[src/rtl/decoder_rr_arbiter_if.sv]
// Request/grant bundle for decoder_rr_arbiter.
// master: requester side (drives req/done); slave: arbiter side (drives grant outputs).
interface decoder_rr_arbiter_if;
  logic [15:0] req;
  logic        done;
  logic        gnt_valid;
  logic [3:0]  gnt_idx;
  logic [15:0] gnt_onehot;
  logic        timeout;

  modport master (
    output req,
    output done,
    input  gnt_valid,
    input  gnt_idx,
    input  gnt_onehot,
    input  timeout
  );

  modport slave (
    input  req,
    input  done,
    output gnt_valid,
    output gnt_idx,
    output gnt_onehot,
    output timeout
  );
endinterface

[src/rtl/decoder_rr_arbiter.sv]
// 16-way round-robin arbiter with a registered binary + one-hot grant.
// Each grant is followed by one RELEASE cycle and one IDLE arbitration cycle.
// Optional hold-time limit: define ARB_TIMEOUT_EN to revoke a grant after HOLD_MAX cycles
// and pulse timeout; without it timeout is tied low and grants last until released.
module decoder_rr_arbiter #(
  parameter int unsigned HOLD_MAX = 15
) (
  input logic                  clk,
  input logic                  rst,
  decoder_rr_arbiter_if.slave  bus
);

  typedef enum logic [1:0] {StIdle, StGrant, StRelease} state_e;

  state_e      r_state, w_state_next;
  logic [3:0]  r_ptr, w_ptr_next;
  logic        r_gnt_valid, w_gnt_valid_next;
  logic [3:0]  r_gnt_idx, w_gnt_idx_next;
  logic [15:0] r_gnt_onehot, w_gnt_onehot_next;

  logic [3:0]  w_winner;
  logic [3:0]  w_cand;
  logic        w_found;
  logic        w_release;

`ifdef ARB_TIMEOUT_EN
  localparam logic [7:0] HoldLast = 8'(HOLD_MAX - 1);

  logic [7:0]  r_hold_cnt, w_hold_cnt_next;
  logic        r_timeout, w_timeout_next;
`endif

  // Round-robin scan: first set request at or above r_ptr, wrapping 15 -> 0.
  always_comb begin
    w_winner = r_ptr;
    w_cand   = r_ptr;
    w_found  = 1'b0;
    for (int i = 0; i < 16; i++) begin
      w_cand = r_ptr + 4'(i);
      if (!w_found && bus.req[w_cand]) begin
        w_winner = w_cand;
        w_found  = 1'b1;
      end
    end
  end

  // Holder gives up the resource: explicit done or its own request dropped.
  assign w_release = bus.done | ~bus.req[r_gnt_idx];

  // Next-state and next registered outputs.
  always_comb begin
    w_state_next   = r_state;
    w_ptr_next     = r_ptr;
    w_gnt_idx_next = 4'd0;
`ifdef ARB_TIMEOUT_EN
    w_hold_cnt_next = r_hold_cnt;
    w_timeout_next  = 1'b0;
`endif
    unique case (r_state)
      StIdle: begin
        if (w_found) begin
          w_state_next   = StGrant;
          w_gnt_idx_next = w_winner;
`ifdef ARB_TIMEOUT_EN
          w_hold_cnt_next = 8'd0;
`endif
        end
      end
      StGrant: begin
        if (w_release) begin
          // done wins over a simultaneous hold-limit expiry, so no timeout pulse here.
          w_state_next = StRelease;
          w_ptr_next   = r_gnt_idx + 4'd1;
`ifdef ARB_TIMEOUT_EN
        end else if (r_hold_cnt == HoldLast) begin
          w_state_next   = StRelease;
          w_ptr_next     = r_gnt_idx + 4'd1;
          w_timeout_next = 1'b1;
`endif
        end else begin
          w_gnt_idx_next = r_gnt_idx;
`ifdef ARB_TIMEOUT_EN
          w_hold_cnt_next = r_hold_cnt + 8'd1;
`endif
        end
      end
      StRelease: begin
        // Requests and done are ignored here; arbitration resumes from IDLE.
        w_state_next = StIdle;
      end
      default: begin
        w_state_next = StIdle;
      end
    endcase
    w_gnt_valid_next  = (w_state_next == StGrant);
    w_gnt_onehot_next = w_gnt_valid_next ? (16'd1 << w_gnt_idx_next) : 16'd0;
  end

  // State and output registers; reset drops any grant immediately.
  always_ff @(posedge clk or posedge rst) begin
    if (rst) begin
      r_state      <= StIdle;
      r_ptr        <= 4'd0;
      r_gnt_valid  <= 1'b0;
      r_gnt_idx    <= 4'd0;
      r_gnt_onehot <= 16'd0;
    end else begin
      r_state      <= w_state_next;
      r_ptr        <= w_ptr_next;
      r_gnt_valid  <= w_gnt_valid_next;
      r_gnt_idx    <= w_gnt_idx_next;
      r_gnt_onehot <= w_gnt_onehot_next;
    end
  end

`ifdef ARB_TIMEOUT_EN
  // Hold counter and timeout pulse register.
  always_ff @(posedge clk or posedge rst) begin
    if (rst) begin
      r_hold_cnt <= 8'd0;
      r_timeout  <= 1'b0;
    end else begin
      r_hold_cnt <= w_hold_cnt_next;
      r_timeout  <= w_timeout_next;
    end
  end

  assign bus.timeout = r_timeout;
`else
  assign bus.timeout = 1'b0;
`endif

  assign bus.gnt_valid  = r_gnt_valid;
  assign bus.gnt_idx    = r_gnt_idx;
  assign bus.gnt_onehot = r_gnt_onehot;

endmodule

[src/flat_wrapper.sv]
// flat-port wrapper written by rule: the top's interface ports become plain ports
module decoder_rr_arbiter_flat 
#(
  parameter int unsigned HOLD_MAX = 15
)
  (clk, rst, bus_req, bus_done, bus_gnt_valid, bus_gnt_idx, bus_gnt_onehot, bus_timeout);
  decoder_rr_arbiter_if bus_i ();
  input logic clk;
  input logic rst;
  input wire logic [$bits(bus_i.req)-1:0] bus_req;
  input wire logic [$bits(bus_i.done)-1:0] bus_done;
  output wire logic [$bits(bus_i.gnt_valid)-1:0] bus_gnt_valid;
  output wire logic [$bits(bus_i.gnt_idx)-1:0] bus_gnt_idx;
  output wire logic [$bits(bus_i.gnt_onehot)-1:0] bus_gnt_onehot;
  output wire logic [$bits(bus_i.timeout)-1:0] bus_timeout;
  assign bus_i.req = bus_req;
  assign bus_i.done = bus_done;
  assign bus_gnt_valid = bus_i.gnt_valid;
  assign bus_gnt_idx = bus_i.gnt_idx;
  assign bus_gnt_onehot = bus_i.gnt_onehot;
  assign bus_timeout = bus_i.timeout;
  decoder_rr_arbiter #(.HOLD_MAX(HOLD_MAX)) u_core (.clk(clk), .rst(rst), .bus(bus_i));
endmodule
[config.mk]
export PLATFORM = sky130hd
export DESIGN_NAME = decoder_rr_arbiter_flat
export DESIGN_NICKNAME = d
export VERILOG_FILES = /design/src/rtl/decoder_rr_arbiter_if.sv /design/src/rtl/decoder_rr_arbiter.sv /design/src/flat_wrapper.sv
export SDC_FILE = /design/constraint.sdc
export NUM_CORES = 1
export LEC_CHECK = 0
export CAP_MARGIN = 20
export CORE_ASPECT_RATIO = 0.75
export CORE_UTILIZATION = 40
export DETAILED_ROUTE_END_ITERATION = 6
export PLACE_DENSITY = 0.68
export SKIP_LAST_GASP = 1
export SYNTH_ARGS = -nofsm -noshare
export SYNTH_HDL_FRONTEND = slang
export SYNTH_SLANG_ARGS = --single-unit
[constraint.sdc]
create_clock -name clk -period 7.96 [get_ports clk]
set_clock_uncertainty 0.05 [all_clocks]
set_input_delay 1.592 -clock clk [delete_from_list [all_inputs] [get_ports clk]]
set_output_delay 1.592 -clock clk [all_outputs]
set_load 0.1 [all_outputs]
Word level (Yosys, flattened, before mapping)
Index checks and enable logic that the tools add are counted.
{ "word_totals": {"word_cells": 147, "out_inout_bits": 22, "regBits": 27, "in_bits": 19} }
{ "classes": {"eq_ne": 2, "n_lt_le_gt_ge": 17, "bitwise": 2, "n_shift": 1, "add_sub_neg": 16, "mux": 72, "n_reduce_logical": 32} }
{ "op_table": {"columns": ["operator", "count"], "rows": [
  ["$lt 4x5->1 const B", 17],
  ["$bmux 1 s4", 17],
  ["$mux 4", 17],
  ["$mux 1", 33],
  ["$add 4x4->4 const B", 8],
  ["$add 4x3->4 const B", 4],
  ["$mux 16", 1],
  ["$shl 1x4->16 const A", 1],
  ["$logic_and 1x1->1", 15],
  ["$logic_not 1->1", 15],
  ["$add 4x1->4 const B", 2],
  ["$add 4x2->4 const B", 2],
  ["$pmux 4 s2", 1],
  ["$eq 2x1->1 const B", 2],
  ["$mux 2", 2],
  ["$pmux 2 s2", 1],
  ["$logic_not 2->1", 1],
  ["$reduce_and 2->1", 1],
  ["$not 1->1", 1],
  ["$or 1x1->1", 1]
]} }

Longest topological paths before layout
{ "depth": {"ltp_word": 52, "mapped_depth": 19, "mapped_depth_nobuf": 11} }

Worst setup path before layout
No wires, ideal clock.
{ "synth_timing": {"kind": "register to register", "start": "reg u_core.r_ptr[1]", "end": "reg u_core.r_gnt_onehot[4], in the netlist u_core.bus.gnt_onehot[4]", "path_buffers": 7, "required_time_ns": 7.805, "setup_slack_ns": 2.354, "synth_period_minus_slack_ns": 5.606, "arrival_time_ns": 5.451, "stages_incl_launch_ff": 19, "setup_ns": 0.105, "path_cell_list": "dfrtp_1 -> clkbuf_1 -> buf_2 -> clkbuf_1 -> inv_1 -> ha_1 -> clkbuf_1 -> clkbuf_1 -> mux2_2 -> mux4_2 -> mux2i_1 -> nand3b_1 -> or4b_1 -> buf_2 -> o31ai_4 -> o31a_1 -> o31ai_2 -> buf_6 -> nor4b_1"} }
{ "synth_via": {"elab_chain_cells": 52, "word_cells_on_any_way": 115, "classes_between": "add/sub (15); eq/ne (1); shift (1); mux (68); reduce/logical (30)"} }
{ "synth_lines": {"columns": ["element", "line", "text"], "rows": [
  ["start: declaration", "decoder_rr_arbiter.sv:16", "logic [3:0] r_ptr, w_ptr_next;"],
  ["start signal: assignment", "decoder_rr_arbiter.sv:109", "r_ptr <= w_ptr_next;"],
  ["branches (longest 48 deep; another with $add 4x1->4)", null, null],
  ["$mux 4 *", "decoder_rr_arbiter.sv:61", "if (w_found) begin"],
  ["$pmux 4 s2 *", "decoder_rr_arbiter.sv:59", "unique case (r_state)"],
  ["net u_core.w_gnt_idx_next[3]", "decoder_rr_arbiter.sv:18", "logic [3:0] r_gnt_idx, w_gnt_idx_next;"],
  ["$shl 1x4->16 *", "decoder_rr_arbiter.sv:96", "w_gnt_onehot_next = w_gnt_valid_next ? (16'd1 << w_gnt_idx_next) : 16'd0;"],
  ["$mux 16 *", "decoder_rr_arbiter.sv:96", null],
  ["net u_core.w_gnt_onehot_next[4]", "decoder_rr_arbiter.sv:19", "logic [15:0] r_gnt_onehot, w_gnt_onehot_next;"],
  ["end signal: assignment", "decoder_rr_arbiter.sv:112", "r_gnt_onehot <= w_gnt_onehot_next;"],
  ["end: declaration", "decoder_rr_arbiter.sv:19", null]
]} }
Mark *: on every way through the listed nets, which the timed path passes. The select of a mux whose other input is x is not followed.
A chain may end at the register's enable or synchronous reset.

Worst setup path in the final report
{ "layout_timing": {"start": "reg u_core.r_ptr[0]", "end": "reg u_core.r_gnt_onehot[12], in the netlist u_core.bus.gnt_onehot[12]"} }
{ "layout_via": {"elab_chain_cells": 52, "word_cells_on_any_way": 115, "classes_between": "add/sub (15); eq/ne (1); shift (1); mux (68); reduce/logical (30)"} }
{ "layout_lines": {"columns": ["element", "line"], "rows": [
  ["branches (longest 51 deep; another with $add 4x1->4)", null],
  ["$mux 16 *", "decoder_rr_arbiter.sv:96"],
  ["net u_core.w_gnt_onehot_next[12]", "decoder_rr_arbiter.sv:19"]
]} }
Marks and branches as above.

==> flow_summary.yaml <==
run_status:
  outcome: "finished clean"
placed_design:
  dpl-instance-area_um2: 4210
  dp.cells: 529
  finalWeightedCongestion: 1.03
  placement.io_buffers: 39
  dpl.hpwl_mm: 8.55
floorplan:
  die_area_um2: 9810
  floorplan.initialDensity: 0.414
  die_width_um: 114
  floorplan.io_pins: 41
  die-height_um: 86.0
  coreArea_um2: 9080
  std_cell_rows: 30
timing:
  timing_max_transition_violations_final: 0
  finalHoldViolations: 0
  min_period_over_period: 0.796
  min_period_ns: 6.34
  slew_headroom: 0.262
  setup_tns_ns: 0
  finalSetupViolCount: 0
  achievable-frequency_mhz: 158
  actual_transition_at_the_worst_max_transition_pin_ns: 1.11
  rsz0062_at_grt: "false"
global_routing:
  grt_util_all_layers: 0.240
  grt_first_pass_wirelength_mm: 18.4
  vias_in_the_first_global_route: 3349
  antenna_found_initial: 0
  grt-ovfl-total: 0
  grt_start_max_net_pins: 36
worst_setup_path:
  startpoint_type: "flip-flop"
  crit_top_cell: "sky130_fd_sc_hd__mux4_2"
  timing.critical_path.required_ns: 8.07
  max_stage_delay_ns: 1.11
  cp_data_arrival_time_ns: 6.45
  worst-r2r-cell-count: 11
  worst-setup-path-type: "reg2reg"
  list_of_cells_traversed_by_the_critical_path: "buf_4 > inv_1 > ha_1 > mux4_2 > mux4_2 > nand2b_1 > a2111oi_0 > o22ai_1 > o32a_1 > o31ai_2 > nor4bb_1"
  crit_path_end_kind: "flip-flop"
  timing.critical_path.fanout_max: 35
  timing.critical_path.slowest_stage_cell: "sky130_fd_sc_hd__ha_1"
cts:
  cts_resized: 0
  cts_hold_buf: 0
  clock_insertion_delay_worst_skew_ns: 0.26
  max-clock-path-buffers: 2
  clock_tree_from_tritoncts: "done"
  root_buffer: "sky130_fd_sc_hd__clkbuf_16"
  clock-sinks: 27
  clkTransAtPathRegs_ns: 0.06
  cts_inserted_buffers: 3
  cts_max_level: 1
  cts_setup_buffers: 0
min_path:
  hold_path_class: "reg2reg"
  holdPathStages: 1
final_layout:
  instances_no_fill: 535
  finish.instance_area_um2: 4330
  filler_cell_count: 859
  final_net_count: 435
  final_common_cell: "sky130_fd_sc_hd__clkdlybuf4s50_1"
  antennaDiodeCount: 0
  layout_common_cells: "sky130_fd_sc_hd__clkdlybuf4s50_1 (39), sky130_fd_sc_hd__mux4_2 (33), sky130_fd_sc_hd__nand2_1 (31)"
  final-seq-area_um2: 676
  syn_to_final_growth_pct: 15.0
  multi_input_comb_area_um2: 2890
  drive_gt1_frac: 0.189
drt:
  drt_first_iter_violations: 352
  drt_drc_violations_left: 0
  wire_per_inst_um: 21.4
  dr_total_vias: 3577
  drt-pass1-iter-count: 5
  vias_per_cell: 6.69
  ant_nets: 0
  drt_wl_total_mm: 11.5
synthesis:
  netlist_area_um2: 3760
  post_synth.cell_area_avg_um2: 9.78
  syn_nets: 412
  synth_sequential_area_ratio: 0.180
  postSynth.asyncResetShare: 1.00
  synth_seq_cells: 27
  number_of_enable_flip_flop_cells_after_synthesis: 0
  post_synth_top_flop: "sky130_fd_sc_hd__dfrtp_1"
  netlist_instances: 385
  yosys.cell_types.count: 70
  yosysWarnings: 0
run:
  max_cap_violation_count: 0
## worst max-delay path: cells and delay by family (launching register included)
family | cells | cell delay (ns)
fa+ha+maj | 1 | 1.11
flops | 1 | 0.32
simple gates | 2 | 0.57
mux | 2 | 1.34
buf+inv | 2 | 0.67
compound gates | 4 | 2.15
## sequential cells by signal, indices dropped and copies added, names as in the netlist
name	flops
u_core.bus.gnt_idx	4
u_core.r_state	2
u_core.bus.gnt_onehot	16
u_core.r_ptr	4
u_core.bus.gnt_valid	1
## synth_stat cells (3+ instances only)
| cell type | count | area share |
|---|---|---|
| sky130_fd_sc_hd__a21boi_0 | 4 | 0.0080 |
| sky130_fd_sc_hd__a21oi_1 | 14 | 0.019 |
| sky130_fd_sc_hd__xnor2_1 | 7 | 0.016 |
| sky130_fd_sc_hd__inv_1 | 15 | 0.015 |
| sky130_fd_sc_hd__nand4_1 | 6 | 0.010 |
| sky130_fd_sc_hd__buf_2 | 7 | 0.0093 |
| sky130_fd_sc_hd__mux4_1 | 5 | 0.035 |
| sky130_fd_sc_hd__nand2b_1 | 5 | 0.0083 |
| sky130_fd_sc_hd__nand2_1 | 31 | 0.031 |
| sky130_fd_sc_hd__dfrtp_1 | 27 | 0.18 |
| sky130_fd_sc_hd__o21ai_0 | 18 | 0.024 |
| sky130_fd_sc_hd__nor3_1 | 6 | 0.0080 |
| sky130_fd_sc_hd__and3_1 | 3 | 0.0050 |
| sky130_fd_sc_hd__ha_1 | 8 | 0.027 |
| sky130_fd_sc_hd__clkbuf_1 | 17 | 0.017 |
| sky130_fd_sc_hd__a2111oi_0 | 4 | 0.0093 |
| sky130_fd_sc_hd__nor4b_1 | 6 | 0.014 |
| sky130_fd_sc_hd__a31o_2 | 3 | 0.0070 |
| sky130_fd_sc_hd__and2_1 | 3 | 0.0050 |
| sky130_fd_sc_hd__nor2b_1 | 5 | 0.0083 |
| sky130_fd_sc_hd__and4bb_2 | 4 | 0.013 |
| sky130_fd_sc_hd__o211ai_1 | 3 | 0.0060 |
| sky130_fd_sc_hd__and4b_1 | 4 | 0.011 |
| sky130_fd_sc_hd__mux4_2 | 33 | 0.20 |
| sky130_fd_sc_hd__buf_6 | 3 | 0.0090 |
| sky130_fd_sc_hd__nor4_1 | 4 | 0.0066 |
| sky130_fd_sc_hd__nor2_1 | 20 | 0.020 |
| sky130_fd_sc_hd__a211o_1 | 3 | 0.0070 |
| sky130_fd_sc_hd__a22oi_1 | 3 | 0.0060 |
| sky130_fd_sc_hd__nand3_1 | 14 | 0.019 |
| sky130_fd_sc_hd__mux2_2 | 16 | 0.048 |
| sky130_fd_sc_hd__xor2_1 | 5 | 0.012 |
| sky130_fd_sc_hd__o22ai_1 | 8 | 0.013 |
| sky130_fd_sc_hd__mux2i_1 | 24 | 0.064 |
| sky130_fd_sc_hd__nor4bb_1 | 3 | 0.0080 |
## path summary, 6_finish.rpt
| kind | start | end | slack (ns) |
|---|---|---|---|
| setup / recovery | u_core.r_ptr[0]$_DFFE_PP0P_ | u_core.bus.gnt_onehot[12]$_DFF_PP0_ | 1.62 |
| hold reg to reg | u_core.r_state[1]$_DFF_PP0_ | u_core.r_state[1]$_DFF_PP0_ | 0.57 |
| setup reg to reg | u_core.r_ptr[0]$_DFFE_PP0P_ | u_core.bus.gnt_onehot[12]$_DFF_PP0_ | 1.62 |
| hold / removal | u_core.r_state[1]$_DFF_PP0_ | u_core.r_state[1]$_DFF_PP0_ | 0.57 |
| max in group asynchronous | rst | u_core.bus.gnt_onehot[13]$_DFF_PP0_ | 5.88 |
| min in group asynchronous | rst | u_core.bus.gnt_onehot[2]$_DFF_PP0_ | 1.55 |
## per-stage QoR
step	setup WS (ns)	util	hold WS [ns]
3_5_place_dp	1.72	0.464	0.546
2_1_floorplan	2.35	-	0.472
3_3_place_gp	1.78	0.464	0.531
6_report	1.62	0.476	0.571
5_1_grt	1.37	0.476	0.628
4_1_cts	1.74	0.472	0.555
## cell type report
class	count	area share
inverter	16	0.0139
clock inverter	1	0.00116
tap	128	0.0370
timing repair buffer	46	0.107
multi-input combinational	314	0.667
sequential	27	0.156
clock buffer	3	0.0174
## logic make-up after synthesis
kind of cell,synth area share
xor gates and xnor gates,0.0279
adders and majority gates,0.0266
other,0.000996
DFF,0.180
and+or+nand+nor,0.196
muxes,0.344
buffers and inverters,0.0532
AOI/OAI and AO/OA,0.172
## per-layer routing
metal,vias to the layer above,wire (um),GRT usage
li1,1575,-,-
met3,15,1140,0.0530
met1,1780,5220,0.362
met2,207,5000,0.356
met5,-,0,0
met4,0,121,0.0354
Power is not shown: default switching activity piles up to over one toggle a cycle in this logic, so the estimate is an artifact.
